`src/rtl/pdp8_iobus.sv`:
```
// pdp8_iobus: PDP-8 IOT bus. It arbitrates the device slots and implements device 00 (the interrupt control: ion, ion_delay, CAF).
// Latency: data, skip and select are combinational within F1. ion, io_clear and bus_conflict change on the F1 clock edge.
// Backpressure: none. The CPU major state sets the timing, and devices must answer within the F1 cycle.
module pdp8_iobus #(
  parameter  int NSLOT = 4,
  localparam int IW    = (NSLOT > 1) ? $clog2(NSLOT) : 1
) (
  input  logic                clk,
  input  logic                reset,
  input  logic                iot,
  input  logic [3:0]          state,
  input  logic [11:0]         mb,
  input  logic [5:0]          io_select,
  input  logic [11:0]         io_data_in,
  input  logic [NSLOT-1:0]    dev_selected,
  input  logic [12*NSLOT-1:0] dev_data,
  input  logic [NSLOT-1:0]    dev_skip,
  input  logic [NSLOT-1:0]    dev_interrupt,
  input  logic                int_ack,
  output logic [11:0]         io_data_out,
  output logic                io_skip,
  output logic                io_selected,
  output logic                interrupt_req,
  output logic                ion,
  output logic                io_clear,
  output logic [IW-1:0]       int_dev,
  output logic                bus_conflict
);

  localparam logic [3:0] F0 = 4'd0;
  localparam logic [3:0] F1 = 4'd1;

  localparam logic [2:0] OP_SKON = 3'd0;
  localparam logic [2:0] OP_ION  = 3'd1;
  localparam logic [2:0] OP_IOF  = 3'd2;
  localparam logic [2:0] OP_SRQ  = 3'd3;
  localparam logic [2:0] OP_GTF  = 3'd4;
  localparam logic [2:0] OP_CAF  = 3'd7;

  logic        ion_q, ion_d;
  logic        ion_delay_q, ion_delay_d;
  logic        f0_cnt_q, f0_cnt_d;
  logic        io_clear_q, io_clear_d;
  logic        bus_conflict_q, bus_conflict_d;

  logic        state_vld;
  logic        f1_iot;
  logic        dev00;
  logic        multi_sel;
  logic        win_vld;
  logic        win_skp;
  logic [11:0] win_dat;
  logic [2:0]  op;
  logic        unused_mb;

  // Only the IOP bits are decoded here. The opcode and device fields arrive through iot and io_select.
  assign op        = mb[2:0];
  assign unused_mb = ^mb[11:3];

  assign state_vld = (state <= 4'd3);
  assign f1_iot    = (state == F1) && iot;
  assign dev00     = f1_iot && (io_select == 6'o00);
  // The vector has two or more bits set when clearing its lowest set bit leaves something behind.
  assign multi_sel = |(dev_selected & (dev_selected - NSLOT'(1)));

  // Lowest-index selected slot wins the bus
  always_comb begin
    win_vld = 1'b0;
    win_dat = '0;
    win_skp = 1'b0;
    for (int i = NSLOT - 1; i >= 0; i--) begin
      if (dev_selected[i]) begin
        win_vld = 1'b1;
        win_dat = dev_data[12*i +: 12];
        win_skp = dev_skip[i];
      end
    end
  end

  // Lowest-index pending interrupt; 0 when none pending
  always_comb begin
    int_dev = '0;
    for (int i = NSLOT - 1; i >= 0; i--) begin
      if (dev_interrupt[i]) int_dev = IW'(i);
    end
  end

  // IOT response: device 00 takes precedence over the slots, otherwise AC passes straight through
  always_comb begin
    io_data_out = io_data_in;
    io_skip     = 1'b0;
    io_selected = 1'b0;
    if (dev00) begin
      io_selected = 1'b1;
      case (op)
        OP_SKON: io_skip     = ion_q;
        OP_SRQ:  io_skip     = |dev_interrupt;
        OP_GTF:  io_data_out = {ion_q, 11'b0};
        default: ;
      endcase
    end else if (f1_iot && win_vld) begin
      io_selected = 1'b1;
      io_data_out = win_dat;
      io_skip     = win_skp;
    end
  end

  // Next state for the interrupt control. An illegal CPU state freezes everything except the io_clear pulse.
  always_comb begin
    ion_d          = ion_q;
    ion_delay_d    = ion_delay_q;
    f0_cnt_d       = f0_cnt_q;
    io_clear_d     = 1'b0;
    bus_conflict_d = bus_conflict_q;
    if (state_vld) begin
      io_clear_d = dev00 && (op == OP_CAF);
      if (f1_iot && (io_select != 6'o00) && multi_sel) bus_conflict_d = 1'b1;
      if (int_ack) begin
        ion_d       = 1'b0;
        ion_delay_d = 1'b0;
        f0_cnt_d    = 1'b0;
      end else if (dev00) begin
        case (op)
          OP_SKON: ion_d = 1'b0;
          OP_ION: begin
            ion_d       = 1'b1;
            ion_delay_d = 1'b1;
            f0_cnt_d    = 1'b0;
          end
          OP_IOF: begin
            ion_d       = 1'b0;
            ion_delay_d = 1'b0;
            f0_cnt_d    = 1'b0;
          end
          OP_CAF:  ion_d = 1'b0;
          default: ;
        endcase
      end else if ((state == F0) && ion_delay_q) begin
        // The first F0 after ION belongs to the next instruction. The second F0 releases the delay.
        if (f0_cnt_q) begin
          ion_delay_d = 1'b0;
          f0_cnt_d    = 1'b0;
        end else begin
          f0_cnt_d = 1'b1;
        end
      end
    end
  end

  // State flops; reset overrides int_ack, IOT effects and any delay in progress
  always_ff @(posedge clk) begin
    if (reset) begin
      ion_q          <= 1'b0;
      ion_delay_q    <= 1'b0;
      f0_cnt_q       <= 1'b0;
      io_clear_q     <= 1'b0;
      bus_conflict_q <= 1'b0;
    end else begin
      ion_q          <= ion_d;
      ion_delay_q    <= ion_delay_d;
      f0_cnt_q       <= f0_cnt_d;
      io_clear_q     <= io_clear_d;
      bus_conflict_q <= bus_conflict_d;
    end
  end

  assign ion           = ion_q;
  assign io_clear      = io_clear_q;
  assign bus_conflict  = bus_conflict_q;
  assign interrupt_req = ion_q & ~ion_delay_q & (|dev_interrupt);

endmodule
```
`config.mk`:
```
export PLATFORM = sky130hd
export DESIGN_NAME = pdp8_iobus
export DESIGN_NICKNAME = d
export VERILOG_FILES = /design/src/rtl/pdp8_iobus.sv
export SDC_FILE = /design/constraint.sdc
export NUM_CORES = 1
export LEC_CHECK = 0
export CAP_MARGIN = 15
export CORE_MARGIN = 1.5
export CORE_UTILIZATION = 26
export CTS_BUF_LIST = sky130_fd_sc_hd__clkbuf_2
export CTS_CLUSTER_DIAMETER = 40
export DETAILED_ROUTE_END_ITERATION = 8
export GPL_TIMING_DRIVEN = 1
export PLACE_DENSITY_LB_ADDON = 0.15
export SKIP_CTS_REPAIR_TIMING = 1
export SLEW_MARGIN = 20
export SYNTH_ARGS = -nofsm -noshare
export SYNTH_HDL_FRONTEND = slang
export SYNTH_SLANG_ARGS = --single-unit
```
`constraint.sdc`:
```
create_clock -name clk -period 1.72 [get_ports clk]
set_input_delay 0.344 -clock clk [delete_from_list [all_inputs] [get_ports clk]]
set_output_delay 0.344 -clock clk [all_outputs]
set_load 0.02 [all_outputs]
```
==> flow_summary.ini <==
[critical_path]
endpoint_kind = output pin
cp_slowest_cell = or4_4
endpoint = io_data_out[3]
worstSetupPathType = primary input to output pin
cp.required_ns = 1.38
critPathMaxStageDelay_ns = 0.55
cp_cell_sequence = buf_8, or4_4, nor3_4, o21bai_4, a22o_1, buf_2
rrSetupSlack_ns = 0.35
crit_family = simple AND/OR/NAND/NOR gates
r2r-end = ion_delay_q$_SDFFE_PP0P_
path_buf_inv = 2
cp_data_arrival_time_ns = 1.85
worstPathMaxFanout = 6
path_depth = 6
critPathLaunchType = primary input
setup.worst_path.start = io_select[3]
r2r_cells = 5
r2r_start = ion_delay_q$_SDFFE_PP0P_

[synthesis]
synth-async-reset-ratio = 0
ys_types = 45
synth_top_flop_cell = dfxtp_1
syn_inst = 146
syn_area_per_cell_um2 = 7.36
seq_area_frac_synth = 0.0931
synth_seq_cells = 5
synth_edf_count = 0
synth_area_um2 = 1070
synth_nets = 244
ys_warn_count = 0

[global_routing]
overflow = 0
met2_usage = 0.338
grt_busiest_layer = met2
grt_util_met1 = 0.248
gr-usage-all-layers = 0.193
grtUsageMet3 = 0.0267
grt_max_degree = 29
grt_first_pass_wirelength_mm = 6.92
grt_pass1_vias = 1536
antenna_found_initial = 0

[sta]
tightest_slew_ns = 0.456
drv_slew = 0
rsz0062_at_grt = true
relSlewSlack = 0.693
period_share = 1.28
setup_viol = 13
hold_viol_final = 0
worst_slack_ns = -0.473
finalCriticalPeriod_ns = 2.19
fmax_ghz = 0.456
holdWs_ns = 0.492
worst_clock_skew_ns = 0.0000479

[route]
dr.pass1.iters = 4
wire_per_inst_um = 15.2
totalWireLength_mm = 5.18
drc = 0
drt_iter0_drc = 73
drtAntennaViolNets = 0
vias_per_cell = 5.15
routed-via-count = 1763

[floorplan]
rows = 23
core_um2 = 4000
start_util = 0.269
die_w_um = 67.3
die_h_um = 67.3
dieArea_um2 = 4530
pin_count = 118

[final_layout]
utilization = 0.704
drive_above_1_share = 0.377
layout.nets = 391
antenna_cells = 0
synthToLayoutAreaGrowth_pct = 162

[clocking]
root_buffer = clkbuf_2
cts_buffers = 3
cts_tree = yes
clock_latency_ns = 0.20
cts.sinks = 5
cts.path.max_buffers = 2
clk_pin_slew_ns = 0.05
htree_levels = 1

[power]
irDropWorstVdd_uv = 326
cellPowerDensity_nw_per_um2 = 278
p_leak_uw = 0.00132

[status]
failed_checks = setup timing
status = complete, but fails checks

[placed_design]
routabilityCongestion = 0.786
port_buffers = 108
dp_hpwl_mm = 3.72

[flow_run]
maxCapViolations = 0

[min_path]
holdPathStages = 1
worstHoldPathType = flip-flop to flip-flop
report_power, final:
part           switching [uW]  internal, uW
sequential               1.07           118
clock                    40.4          61.5
combinational             215           346
cell usage after synthesis, types with 2 or more instances:
| library cell | n | area, um^2 |
|---|---|---|
| nand2_1 | 16 | 60.1 |
| a221oi_1 | 13 | 114 |
| nor2_1 | 11 | 41.3 |
| o31ai_1 | 11 | 82.6 |
| a22o_1 | 10 | 87.6 |
| a21oi_1 | 9 | 45.0 |
| and2b_2 | 9 | 78.8 |
| clkbuf_1 | 5 | 18.8 |
| dfxtp_1 | 5 | 100 |
| inv_1 | 5 | 18.8 |
| nor4_1 | 5 | 31.3 |
| buf_2 | 3 | 15.0 |
| nor2b_1 | 3 | 18.8 |
| nor3_1 | 3 | 15.0 |
| and2_1 | 2 | 12.5 |
| nand3_1 | 2 | 10.0 |
| nand3b_1 | 2 | 15.0 |
| nor3_2 | 2 | 20.0 |
| nor3b_1 | 2 | 15.0 |
| o21ai_0 | 2 | 10.0 |
| or3_1 | 2 | 12.5 |
through the flow:
step           instance area (um^2)  cells  setup TNS [ns]  worst slack, ns  power [uW]
6_report                       2820    342           -5.54           -0.473         782
3_5_place_dp                   2430    329          -20.86            -1.38         616
5_1_grt                        2820    342           -6.12           -0.524         840
2_1_floorplan                  1100    146           -1.66           -0.155         297
3_3_place_gp                   2430    329          -20.22            -1.33         613
4_1_cts                        2450    333          -19.91            -1.38         722
layer usage:
metal | part of all wire | vias up | wire (um)
met4 | 0.0054 | 0 | 28
met2 | 0.51 | 63 | 2640
met5 | 0 | - | 0
met3 | 0.062 | 4 | 321
met1 | 0.42 | 823 | 2190
li1 | - | 873 | -
worst min path at each step:
stage | startpoint | endpoint | slack [ns]
after floorplan | reset | f0_cnt_q$_SDFFE_PP0P_ | 0.41
after global placement | bus_conflict$_SDFFE_PP0P_ | bus_conflict$_SDFFE_PP0P_ | 0.48
after detailed placement | bus_conflict$_SDFFE_PP0P_ | bus_conflict$_SDFFE_PP0P_ | 0.48
after CTS | bus_conflict$_SDFFE_PP0P_ | bus_conflict$_SDFFE_PP0P_ | 0.49
after global routing | mb[2] | io_clear$_SDFF_PP0_ | 0.52
final | bus_conflict$_SDFFE_PP0P_ | bus_conflict$_SDFFE_PP0P_ | 0.49
layout by cell type, fill, tap and decap left out, types with 2 or more instances in the layout:
| master | Yosys | final |
|---|---|---|
| buf_4 | 1 | 36 |
| a221oi_1 | 13 | 5 |
| clkbuf_2 | 0 | 7 |
| clkdlybuf4s50_1 | 0 | 67 |
| and2b_2 | 9 | 9 |
| and2_1 | 2 | 2 |
| or3_1 | 2 | 2 |
| nor2_1 | 11 | 10 |
| a21oi_2 | 0 | 3 |
| nor3b_1 | 2 | 2 |
| nand2_1 | 16 | 15 |
| inv_1 | 5 | 5 |
| dfxtp_1 | 5 | 5 |
| nor2b_1 | 3 | 2 |
| buf_8 | 0 | 2 |
| nor3_4 | 0 | 2 |
| nor3_1 | 3 | 3 |
| o21bai_4 | 0 | 2 |
| dlymetal6s2s_1 | 0 | 21 |
| nor4_1 | 5 | 2 |
| o31ai_1 | 11 | 9 |
| nand3b_1 | 2 | 2 |
| a221oi_2 | 0 | 7 |
| nand3_1 | 2 | 2 |
| buf_6 | 1 | 20 |
| buf_2 | 3 | 2 |
| a22o_1 | 10 | 10 |
| nor4_4 | 1 | 3 |
| a21oi_1 | 9 | 5 |
layout make-up:
class	instances	area (um^2)
multi-input cells	126	1110
well taps	50	62.6
flip-flops and latches	5	100
inverters	5	18.8
clock buffers	4	20.0
repair buffers	152	1500
fillers	304	1180
registers in the layout (all words and copies together) (netlist names):
register and count:
bus_conflict 1, f0_cnt_q 1, io_clear 1, ion 1, ion_delay_q 1
cell families after synthesis:
kind of cell | share of synthesized area
flops | 0.0931
compound gates | 0.416
simple gates | 0.395
fa+ha+maj | 0.00931
xor+xnor | 0.00815
buf+inv | 0.0792
Note: power is estimated with default switching activity, not from simulation.
